### src/rtl/mem_bus_arbiter_pkg.sv
// Shared encodings for the fetch/data memory bus arbiter.
// Optional watchdog abort is enabled by defining BUS_TIMEOUT_EN.
package mem_bus_arbiter_pkg;

    typedef enum logic [1:0] {
        ARB_IDLE    = 2'd0,
        ARB_IF_ACC  = 2'd1,
        ARB_MEM_ACC = 2'd2
    } arb_state_t;

    localparam int STALL_IF_ID   = 1;
    localparam int STALL_MEM_WB  = 4;
    localparam int TIMEOUT_CNT_W = 8;

endpackage

### src/rtl/mem_bus_arbiter_bus_watchdog.sv
// Access watchdog: counts busy cycles and strobes on the last allowed one.
// Only instantiated when BUS_TIMEOUT_EN is defined.
module bus_watchdog #(
    parameter int TIMEOUT_CYC = 255
) (
    input  logic clk,
    input  logic rst,
    input  logic clr,
    input  logic en,
    output logic expire
);
    import mem_bus_arbiter_pkg::*;

    localparam logic [TIMEOUT_CNT_W-1:0] LIMIT =
        TIMEOUT_CNT_W'(TIMEOUT_CYC - 1);

    logic [TIMEOUT_CNT_W-1:0] cnt;

    // Cycle counter, restarted whenever the arbiter is idle.
    always_ff @(posedge clk or negedge rst) begin
        if (!rst) begin
            cnt <= '0;
        end else if (clr) begin
            cnt <= '0;
        end else if (en) begin
            cnt <= cnt + 1'b1;
        end
    end

    assign expire = en && (cnt == LIMIT);

endmodule

### src/rtl/mem_bus_arbiter.sv
// Single-port memory bus arbiter between instruction fetch and data port.
// Define BUS_TIMEOUT_EN to abort accesses that see no ack in TIMEOUT_CYC.
module mem_bus_arbiter #(
    parameter int ADDR_W      = 32,
    parameter int DATA_W      = 32,
    parameter int TIMEOUT_CYC = 255
) (
    input  logic              clk,
    input  logic              rst,
    input  logic [5:0]        stall_i,
    input  logic              if_ce_i,
    input  logic [ADDR_W-1:0] if_addr_i,
    output logic [DATA_W-1:0] if_data_o,
    output logic              stallreq_if_o,
    input  logic              mem_ce_i,
    input  logic              mem_we_i,
    input  logic [3:0]        mem_sel_i,
    input  logic [ADDR_W-1:0] mem_addr_i,
    input  logic [DATA_W-1:0] mem_wdata_i,
    output logic [DATA_W-1:0] mem_rdata_o,
    output logic              stallreq_mem_o,
    output logic              bus_req_o,
    output logic              bus_we_o,
    output logic [3:0]        bus_sel_o,
    output logic [ADDR_W-1:0] bus_addr_o,
    output logic [DATA_W-1:0] bus_wdata_o,
    input  logic              bus_ack_i,
    input  logic [DATA_W-1:0] bus_rdata_i,
    output logic              bus_err_o
);
    import mem_bus_arbiter_pkg::*;

    arb_state_t state;
    arb_state_t state_nxt;
    logic       if_done;
    logic       mem_done;
    logic       issue_if;
    logic       issue_mem;
    logic       if_fin;
    logic       mem_fin;
    logic       abort;
    logic       expire;
    logic       unused_stall;

    assign unused_stall = ^{stall_i[5], stall_i[3:2], stall_i[0]};

`ifdef BUS_TIMEOUT_EN
    bus_watchdog #(
        .TIMEOUT_CYC(TIMEOUT_CYC)
    ) u_watchdog (
        .clk    (clk),
        .rst    (rst),
        .clr    (state == ARB_IDLE),
        .en     (state != ARB_IDLE),
        .expire (expire)
    );

    // One-cycle error pulse after an aborted access.
    always_ff @(posedge clk or negedge rst) begin
        if (!rst) begin
            bus_err_o <= 1'b0;
        end else begin
            bus_err_o <= abort;
        end
    end
`else
    logic unused_timeout;
    assign unused_timeout = |TIMEOUT_CYC;
    assign expire         = 1'b0;
    assign bus_err_o      = 1'b0;
`endif

    // State register.
    always_ff @(posedge clk or negedge rst) begin
        if (!rst) begin
            state <= ARB_IDLE;
        end else begin
            state <= state_nxt;
        end
    end

    // Next state; data port wins because it is the older instruction.
    always_comb begin
        state_nxt = state;
        issue_if  = 1'b0;
        issue_mem = 1'b0;
        if_fin    = 1'b0;
        mem_fin   = 1'b0;
        abort     = 1'b0;
        unique case (state)
            ARB_IDLE: begin
                if (mem_ce_i && !mem_done) begin
                    state_nxt = ARB_MEM_ACC;
                    issue_mem = 1'b1;
                end else if (if_ce_i && !if_done) begin
                    state_nxt = ARB_IF_ACC;
                    issue_if  = 1'b1;
                end
            end
            ARB_IF_ACC: begin
                if (bus_ack_i || expire) begin
                    state_nxt = ARB_IDLE;
                    if_fin    = 1'b1;
                    abort     = !bus_ack_i;
                end
            end
            ARB_MEM_ACC: begin
                if (bus_ack_i || expire) begin
                    state_nxt = ARB_IDLE;
                    mem_fin   = 1'b1;
                    abort     = !bus_ack_i;
                end
            end
            default: state_nxt = ARB_IDLE;
        endcase
    end

    // Bus launch registers, result registers and sticky done flags.
    always_ff @(posedge clk or negedge rst) begin
        if (!rst) begin
            bus_req_o   <= 1'b0;
            bus_we_o    <= 1'b0;
            bus_sel_o   <= '0;
            bus_addr_o  <= '0;
            bus_wdata_o <= '0;
            if_data_o   <= '0;
            mem_rdata_o <= '0;
            if_done     <= 1'b0;
            mem_done    <= 1'b0;
        end else begin
            if (issue_mem) begin
                bus_req_o   <= 1'b1;
                bus_we_o    <= mem_we_i;
                bus_sel_o   <= mem_sel_i;
                bus_addr_o  <= mem_addr_i;
                bus_wdata_o <= mem_wdata_i;
            end else if (issue_if) begin
                bus_req_o   <= 1'b1;
                bus_we_o    <= 1'b0;
                bus_sel_o   <= 4'b1111;
                bus_addr_o  <= if_addr_i;
                bus_wdata_o <= '0;
            end else if (if_fin || mem_fin) begin
                bus_req_o   <= 1'b0;
            end
            if (if_fin) begin
                if_data_o <= abort ? '0 : bus_rdata_i;
            end
            if (mem_fin) begin
                mem_rdata_o <= (abort || bus_we_o) ? '0 : bus_rdata_i;
            end
            if (!stall_i[STALL_IF_ID]) begin
                if_done <= 1'b0;
            end else if (if_fin) begin
                if_done <= 1'b1;
            end
            if (!stall_i[STALL_MEM_WB]) begin
                mem_done <= 1'b0;
            end else if (mem_fin) begin
                mem_done <= 1'b1;
            end
        end
    end

    assign stallreq_if_o  = if_ce_i && !if_done;
    assign stallreq_mem_o = mem_ce_i && !mem_done;

endmodule

### config.mk
export PLATFORM = sky130hd
export DESIGN_NAME = mem_bus_arbiter
export DESIGN_NICKNAME = d
export VERILOG_FILES = /design/src/rtl/mem_bus_arbiter_pkg.sv /design/src/rtl/mem_bus_arbiter_bus_watchdog.sv /design/src/rtl/mem_bus_arbiter.sv
export SDC_FILE = /design/constraint.sdc
export NUM_CORES = 1
export LEC_CHECK = 0
export ABC_AREA = 1
export CORE_UTILIZATION = 42
export DETAILED_ROUTE_END_ITERATION = 10
export PLACE_DENSITY = 0.79
export SLEW_MARGIN = 15
export SYNTH_ARGS = -nofsm -noshare
export SYNTH_HDL_FRONTEND = slang
export SYNTH_HIERARCHICAL = 1
export SYNTH_SLANG_ARGS = --single-unit
### constraint.sdc
create_clock -name clk -period 1.9 [get_ports clk]
set_input_delay 0.285 -clock clk [delete_from_list [all_inputs] [get_ports clk]]
set_output_delay 0.285 -clock clk [all_outputs]
set_load 0.005 [all_outputs]
==> metrics.cfg <==
[cells_and_area]
areaGrowthSynthToFinish_pct = 59.3
multiInputGateArea_um2 = 2170
antenna_cells = 0
layout-drive-gt1-share = 0.0707
register_area_um2 = 3450
nets = 1111
final_area_um2 = 9680
fillCellCount = 1121
utilization = 0.692

[die]
die_area_um2 = 15000
num_io_pins = 281
start_util = 0.434
design.core.area_um2 = 14000
die_w_um = 122
rows = 43
die_h_um = 122

[status]
outcome = complete, no violations

[cts]
numCtsBuffers = 17
cts_root_buf = clkbuf_16
clockBufferDepth = 2
clk_latency_ns = 0.42
cts_tree = yes
cts_max_level = 4
cts.clk_slew.worst_paths_ns = 0.06
clock-sinks = 138

[critical_path]
r2r_setup_slack_ns = 0.21
critPathLaunchType = input port
reg2reg_depth = 7
cp_data_required_time_ns = 1.62
cp-end-kind = primary output
path_max_fanout = 4
timing.rr.end = bus_sel_o[1]
cp.arrival_ns = 1.57
worst-setup-path-type = in2out
r2r-start = state[0]

[global_routing]
grtUsageTotal = 0.245
antenna_found_initial = 0
grt_max_degree = 67
first_global_vias = 5388
grt_overflow_total = 0
grt_pass1_wl_um = 27900

[placement]
place_congestion = 0.813
pre_cts_ws_ns = 0.0427
port-buffer-count = 275
dp_hpwl_um = 12500
placed_cell_area_um2 = 9070

[sta]
finalMaxSlewViolations = 0
rsz0062_at_grt = no
hold_slack_ns = 0.348
finalHoldViolCount = 0
timing.final.crit_share = 0.977
fmax_ghz = 0.539
setup_viol = 0
fin_ws_ns = 0.0435
setup_tns_ns = 0
layout_min_cycle_time_ns = 1.86
fin_worst_skew_ns = 0.00573

[routing]
drtPass1Iterations = 6
viasPerCell = 4.94
drtIter0Drc = 324
postRouteAntennaNets = 0
drc = 0
wl_per_cell_um = 15.4
vias = 5707
routed_wl_um = 17800

[logic_synthesis]
synth_top_family_by_area = simple AND/OR/NAND/NOR gates
syn_area_per_cell_um2 = 8.72
postSynthNetCount = 844
synth-adder-area-share = 0.00618
synth-simple-area-share = 0.279
ys_seq_area_frac = 0.568
synth_cell_types = 21
synth_seq_cells = 138
synthCells = 697
synth-xor-area-share = 0
ys_warn_count = 6
netlist_area_um2 = 6080
synth.area.mux_share = 0
synth-compound-area-share = 0.0702

[power_and_ir_drop]
power.density_nw_per_um2 = 1600
leakage_nw = 4.68
ir_drop_v = 0.000664

[min_path]
hold_class = in2async

[run]
max_cap_violations = 0

==> how the worst max path moves through the flow <==
stage | from | to | slack, ns
final | mem_ce_i | stallreq_mem_o | 0.04
after global routing | state[0] | bus_wdata_o[9] | 0.03
after CTS | mem_ce_i | stallreq_mem_o | 0.03
after detailed placement | mem_ce_i | stallreq_mem_o | 0.04
after global placement | mem_ce_i | stallreq_mem_o | 0.09
after floorplan | state[0] | bus_wdata_o[22] | 0.52
==> Yosys cell counts <==
library cell  instances  share of area
buf_4                 6         0.0074
o31ai_1              26          0.032
buf_2                30          0.025
conb_1                1        0.00062
nand3_4               1         0.0029
nand4_1              33          0.034
dfrtp_1             138           0.57
inv_1                38          0.023
nand3_2               1         0.0016
nor2_2                1         0.0010
a21boi_4              1         0.0031
a21boi_0              2         0.0025
buf_6                 6          0.011
nand3_1              75          0.062
o21ai_0              32          0.026
nand2_1             285           0.18
ha_1                  3         0.0062
nand2_4               1         0.0019
o31ai_2               3         0.0062
clkbuf_1             11         0.0068
inv_2                 3         0.0019
==> flip-flops by register name (all words and copies together) (netlist names), 2 cells and up <==
| signal | flops |
|---|---|
| bus_addr_o | 32 |
| bus_wdata_o | 32 |
| if_data_o | 32 |
| mem_rdata_o | 32 |
| bus_sel_o | 4 |
| state | 2 |
==> through the flow <==
| step | power [mW] | instances |
|---|---|---|
| after global placement | 12.0 | 1124 |
| after detailed placement | 12.2 | 1124 |
| after global routing | 16.6 | 1156 |
| after floorplan | 8.14 | 697 |
| final | 15.5 | 1156 |
| after CTS | 15.6 | 1156 |
==> where the power goes <==
| part | internal, mW | switching [mW] |
|---|---|---|
| combinational | 3.84 | 3.20 |
| clock | 2.12 | 1.24 |
| sequential | 4.34 | 0.749 |
==> kinds of logic after synthesis <==
logic type / count (synthesis)
other cells: 1
buf+inv: 94
compound gates: 64
fa+ha+maj: 3
flops: 138
simple gates: 397
==> per-layer routing <==
| layer | wire length [um] | part of all wire | vias up | global-route usage |
|---|---|---|---|---|
| li1 | - | - | 2811 | - |
| met1 | 7350 | 0.41 | 2653 | 0.302 |
| met2 | 8610 | 0.48 | 220 | 0.400 |
| met3 | 1520 | 0.085 | 23 | 0.0846 |
| met4 | 289 | 0.016 | 0 | 0.0846 |
| met5 | 0 | 0 | - | 0 |
==> final cells by class <==
type                    instances  share of cell area
flip-flops and latches        138               0.357
repair buffers                301               0.318
multi-input cells             465               0.224
clock inverters                11              0.0150
well taps                     180              0.0233
inverters                      41              0.0159
clock buffers                  20              0.0472
==> critical path, stage by stage <==
cell and delay (ns):
clkdlybuf4s50_1 0.62, nand2_4 0.07, inv_1 0.06, clkdlybuf4s50_1 0.53
==> repair_timing <==
item                                    4_1_cts  5_1_grt
endpoints found under the hold margin        39        0
gates resized for setup                       0        0
buffers inserted                              0        0
endpoints found under the setup margin        0        0
hold buffers                                  1        0
==> cells in the final DEF, fill, tap and decap left out, types with 15 or more instances in the layout <==
cell type / count
nand2_1: 283
clkdlybuf4s50_1: 274
dfrtp_1: 138
nand3_1: 75
inv_1: 38
nand4_1: 33
o21ai_0: 32
o31ai_1: 26
clkbuf_16: 17
buf_4: 15
Power figures use the tool's default switching activity.
